$ cat config.mk
export PLATFORM = sky130hd
export DESIGN_NAME = rd_result_collector
export DESIGN_NICKNAME = d
export VERILOG_FILES = /design/src/rtl/rd_result_collector.sv
export SDC_FILE = /design/constraint.sdc
export NUM_CORES = 1
export LEC_CHECK = 0
export BUFFER_PORTS_ARGS = -buffer_cell sky130_fd_sc_hd__buf_2
export CAP_MARGIN = 40
export CORE_AREA = 3 3 65 98
export CTS_CLUSTER_DIAMETER = 30
export DETAILED_ROUTE_END_ITERATION = 7
export DIE_AREA = 0 0 68 101
export PLACE_DENSITY = 0.91
export SLEW_MARGIN = 20
export SYNTH_ARGS = -nofsm -noshare
export SYNTH_HDL_FRONTEND = slang
export SYNTH_SLANG_ARGS = --single-unit
$ cat constraint.sdc
create_clock -name clk -period 5.1 [get_ports clk]
set_input_delay 0 -clock clk [delete_from_list [all_inputs] [get_ports clk]]
set_output_delay 0 -clock clk [all_outputs]
set_load 0.01 [all_outputs]
$ cat src/rtl/rd_result_collector.sv
// Result collector: tracks one issued ALU op, picks the matching unit result on
// completion and presents a single valid/ready writeback; flags bad opcodes, stray completions and timeouts.
module rd_result_collector #(
  parameter int N        = 16,
  parameter int SEL_LINE = 4,
  parameter int ADDR_W   = 4,
  parameter int TIMEOUT  = 64
) (
  input  logic                clk,
  input  logic                rst,
  input  logic                issue_valid,
  output logic                issue_ready,
  input  logic [SEL_LINE-1:0] op_opcode,
  input  logic [ADDR_W-1:0]   rd_addr,
  input  logic [N-1:0]        add_res,
  input  logic [N-1:0]        sub_res,
  input  logic [N-1:0]        mul_res,
  input  logic [N-1:0]        div_res,
  input  logic [N-1:0]        and_res,
  input  logic [N-1:0]        or_res,
  input  logic [N-1:0]        xor_res,
  input  logic [6:0]          res_valid,
  output logic                wb_valid,
  input  logic                wb_ready,
  output logic [ADDR_W-1:0]   wb_addr,
  output logic [N-1:0]        wb_data,
  output logic                busy,
  output logic                err_opcode,
  output logic                err_spurious,
  output logic                err_timeout
);

  localparam int TW = $clog2(TIMEOUT);
  localparam logic [TW-1:0] TMAX = TW'(TIMEOUT - 1);

  typedef enum logic [1:0] {S_IDLE, S_WAIT, S_WB} state_t;

  state_t              state_q, state_d;
  logic [SEL_LINE-1:0] op_q, op_d;
  logic [ADDR_W-1:0]   rd_q, rd_d;
  logic [ADDR_W-1:0]   wb_addr_q, wb_addr_d;
  logic [N-1:0]        wb_data_q, wb_data_d;
  logic [TW-1:0]       timer_q, timer_d;
  logic                err_op_q, err_op_d;
  logic                err_sp_q, err_sp_d;
  logic                err_to_q, err_to_d;
  logic [N-1:0]        sel_data;
  logic [6:0]          exp_mask;
  logic [6:0]          stray;

  // Pure select by the captured opcode; exp_mask is the completion bit we wait for.
  always_comb begin
    sel_data = '0;
    exp_mask = '0;
    case (op_q)
      SEL_LINE'(0): begin sel_data = add_res; exp_mask = 7'b0000001; end
      SEL_LINE'(1): begin sel_data = sub_res; exp_mask = 7'b0000010; end
      SEL_LINE'(2): begin sel_data = mul_res; exp_mask = 7'b0000100; end
      SEL_LINE'(3): begin sel_data = div_res; exp_mask = 7'b0001000; end
      SEL_LINE'(4): begin sel_data = and_res; exp_mask = 7'b0010000; end
      SEL_LINE'(5): begin sel_data = or_res;  exp_mask = 7'b0100000; end
      SEL_LINE'(6): begin sel_data = xor_res; exp_mask = 7'b1000000; end
      default: ;
    endcase
  end

  always_comb begin
    state_d   = state_q;
    op_d      = op_q;
    rd_d      = rd_q;
    wb_addr_d = wb_addr_q;
    wb_data_d = wb_data_q;
    timer_d   = timer_q;
    err_op_d  = 1'b0;
    err_to_d  = 1'b0;
    stray     = (state_q == S_WAIT) ? (res_valid & ~exp_mask) : res_valid;
    err_sp_d  = |stray;

    case (state_q)
      S_IDLE: begin
        if (issue_valid) begin
          op_d = op_opcode;
          rd_d = rd_addr;
          if (op_opcode > SEL_LINE'(6)) begin
            err_op_d = 1'b1;
          end else begin
            state_d = S_WAIT;
            timer_d = '0;
          end
        end
      end
      S_WAIT: begin
        // A result arriving on the last allowed cycle takes priority over the timeout.
        if (|(res_valid & exp_mask)) begin
          wb_data_d = sel_data;
          wb_addr_d = rd_q;
          state_d   = S_WB;
        end else if (timer_q == TMAX) begin
          err_to_d = 1'b1;
          state_d  = S_IDLE;
        end else begin
          timer_d = timer_q + TW'(1);
        end
      end
      S_WB: begin
        if (wb_ready) state_d = S_IDLE;
      end
      default: state_d = S_IDLE;
    endcase
  end

  always_ff @(posedge clk) begin
    if (rst) begin
      state_q   <= S_IDLE;
      op_q      <= '0;
      rd_q      <= '0;
      wb_addr_q <= '0;
      wb_data_q <= '0;
      timer_q   <= '0;
      err_op_q  <= 1'b0;
      err_sp_q  <= 1'b0;
      err_to_q  <= 1'b0;
    end else begin
      state_q   <= state_d;
      op_q      <= op_d;
      rd_q      <= rd_d;
      wb_addr_q <= wb_addr_d;
      wb_data_q <= wb_data_d;
      timer_q   <= timer_d;
      err_op_q  <= err_op_d;
      err_sp_q  <= err_sp_d;
      err_to_q  <= err_to_d;
    end
  end

  assign issue_ready  = (state_q == S_IDLE) && !rst;
  assign wb_valid     = (state_q == S_WB);
  assign busy         = (state_q != S_IDLE);
  assign wb_addr      = wb_addr_q;
  assign wb_data      = wb_data_q;
  assign err_opcode   = err_op_q;
  assign err_spurious = err_sp_q;
  assign err_timeout  = err_to_q;

endmodule
==> flow_summary.json <==
{
  "fin_skew_ns": 0.00322,
  "synth.distinct_cells": 42,
  "netlist_area_um2": 2670,
  "cts_sinks": 39,
  "cts_made_buffers": 5,
  "startpoint_type": "flop",
  "chipHeight_um": 101,
  "fin_nets": 565,
  "dr.first_iter.drc_count": 152,
  "cts_tree": "built",
  "timing.rr.end": "wb_data[10]$_SDFFE_PP0P_",
  "worstHoldPathType": "in2reg",
  "drc": 0,
  "vias": 2850,
  "cts.clk_slew.worst_paths_ns": 0.07,
  "p_per_area_nw_per_um2": 220,
  "worstPathCellList": "buf_8, or3b_1, o22ai_2, o31a_2, buf_16, nor2_1, a211oi_2",
  "ys.warnings.count": 0,
  "n_fill_cell": 486,
  "r2r_start": "op_q[0]$_SDFFE_PP0P_",
  "critical_path_arrival_ns": 2.94,
  "critical_path.slowest_cell": "dfxtp_1",
  "ys_seq_area_frac": 0.293,
  "post-route-period-util": 0.535,
  "drv_cap": 0,
  "synth_edf_count": 0,
  "finalPower_w": 0.000796,
  "dieArea_um2": 6870,
  "async_flop_share": 0,
  "overflow": 0,
  "outcome": "finished clean",
  "max_slew_margin": 0.447,
  "reg2regPathDepth": 7,
  "crit_family": "compound AO/OA/AOI/OAI gates",
  "rsz0062_at_grt": "no",
  "cts-root-buf": "clkbuf_8",
  "routed_wl_mm": 8.52,
  "cts_resized": 0,
  "postCtsSetupRepairBufs": 0,
  "gp_congestion": 0.869,
  "cp-end-kind": "flop",
  "synth_nets": 414,
  "finalHoldViolations": 0,
  "drive_gt1_frac": 0.491,
  "peakVddDrop_mv": 0.199,
  "synth_cells": 282,
  "syn_avg_cell_area_um2": 9.46,
  "leakage_nw": 1.54,
  "yosys-top-cells-area": "dfxtp_1, mux2i_1, mux4_2",
  "core_area_um2": 5700,
  "antenna_left": 0,
  "io_pins": 157,
  "path_class": "reg2reg",
  "fmax_mhz": 366,
  "viasPerCell": 5.61,
  "slowest_delay_ns": 0.60,
  "slew_viol_final": 0,
  "drt-wirelength-per-cell_um": 16.8,
  "antenna_found_initial": 0,
  "cts_hold_buffers": 8,
  "htree_num_levels": 2,
  "r2r_setup_slack_ns": 2.37,
  "tns_ns": 0,
  "synth_flop_cell": "dfxtp_1",
  "ys_seq_elements": 39,
  "insertion_delay_ns": 0.29,
  "grt_pass1_wl_mm": 12.5,
  "grt_pass1_vias": 2754,
  "critPathMaxFanout": 26,
  "path_depth": 7,
  "yosysTopAreaCell": "dfxtp_1",
  "setup_viol": 0,
  "required_ns": 5.31,
  "synth_top_area_share": 0.293,
  "critPathBufInv": 2,
  "fin_crit_ns": 2.73,
  "hpwl_mm": 6.81,
  "crit_path_end": "wb_data[10]$_SDFFE_PP0P_",
  "track_usage": 0.240,
  "cts_buffer_depth": 2,
  "dieWidth_um": 68,
  "rows": 34,
  "initial_utilization": 0.468,
  "port_buffers": 156,
  "cp-startpoint": "op_q[0]$_SDFFE_PP0P_",
  "tightest_slew_ns": 0.830,
  "dr.pass1.iters": 4,
  "area_growth_pct": 35.6,
  "grt_start_max_net_pins": 38,
  "synth_commonest_cells": "dfxtp_1, nor2_1, mux2i_1"
}
-- state kept, by name, indices dropped and copies added, names as in the netlist --
signal / flops
state_q: 2
err_timeout: 1
rd_q: 4
op_q: 4
err_opcode: 1
err_spurious: 1
wb_addr: 4
timer_q: 6
wb_data: 16
-- cell usage in the layout (no fill, tap or decap), types with 8 or more instances in the layout --
cell	n
a211oi_2	16
mux4_2	10
a21oi_1	13
dlygate4sd3_1	8
nor2_1	39
a211oi_1	12
mux2i_1	28
dfxtp_1	38
nand2_1	9
a22oi_1	10
buf_2	156
-- logic make-up after synthesis --
kind of cell / count (synthesis) / share of synthesized area
muxes: 45 / 0.219
buffers and inverters: 28 / 0.0732
adders and majority gates: 1 / 0.00469
DFF: 39 / 0.293
AOI/OAI and AO/OA: 81 / 0.248
and+or+nand+nor: 88 / 0.162
-- per-stage QoR --
stage | cells | worst slack, ns | cell area (um^2) | utilization | hold WS (ns)
global placement | 484 | 1.85 | 3360 | 0.589 | 0.236
global route | 506 | 2.10 | 3610 | 0.633 | 0.0311
floorplan | 282 | 3.24 | 2670 | - | 0.147
finish | 508 | 2.37 | 3620 | 0.634 | 0.0120
CTS | 504 | 2.02 | 3600 | 0.631 | 0.00535
detailed placement | 488 | 2.04 | 3440 | 0.603 | 0.256
-- report_power, final --
| group | leakage (nW) | switching (W) | internal, W |
|---|---|---|---|
| combinational | 1.18 | 0.000126 | 0.000132 |
| clock | 0.0422 | 0.0000993 | 0.0000958 |
| sequential | 0.318 | 0.0000225 | 0.000320 |
-- tightest hold or removal path, stage by stage --
cell	delay [ns]
buf_2	0.08
nor2b_1	0.05
nor2_1	0.09
nor2_1	0.05
-- how the worst min path moves through the flow --
stage	from	end	slack [ns]	depth (start not counted)
6_report	wb_ready	state_q[1]$_SDFFE_PP0P_	0.01	4
5_1_grt	wb_ready	state_q[1]$_SDFFE_PP0P_	0.03	4
4_1_cts	wb_ready	state_q[1]$_SDFFE_PP0P_	0.005	4
3_5_place_dp	rd_addr[1]	rd_q[1]$_SDFFE_PP0P_	0.26	3
3_3_place_gp	rd_addr[2]	rd_q[2]$_SDFFE_PP0P_	0.24	3
2_1_floorplan	rd_addr[0]	rd_q[0]$_SDFFE_PP0P_	0.15	2
-- metal layers --
layer / part of all wire / vias to the layer above / GRT usage
met5: 0 / - / 0
met1: 0.34 / 1326 / 0.241
met4: 0.019 / 0 / 0.0812
met3: 0.095 / 17 / 0.0636
met2: 0.54 / 132 / 0.454
li1: - / 1375 / -
-- area by class of cell --
type / count / area (um^2) / area share
well taps: 72 / 90.1 / 0.0249
clock buffers: 7 / 76.3 / 0.0211
multi-input cells: 215 / 1700 / 0.470
diodes: 2 / 5.00 / 0.00138
clock inverters: 1 / 5.00 / 0.00138
repair buffers: 170 / 951 / 0.263
flip-flops and latches: 39 / 782 / 0.216
inverters: 2 / 7.51 / 0.00208
(Power assumes the default switching activity.)
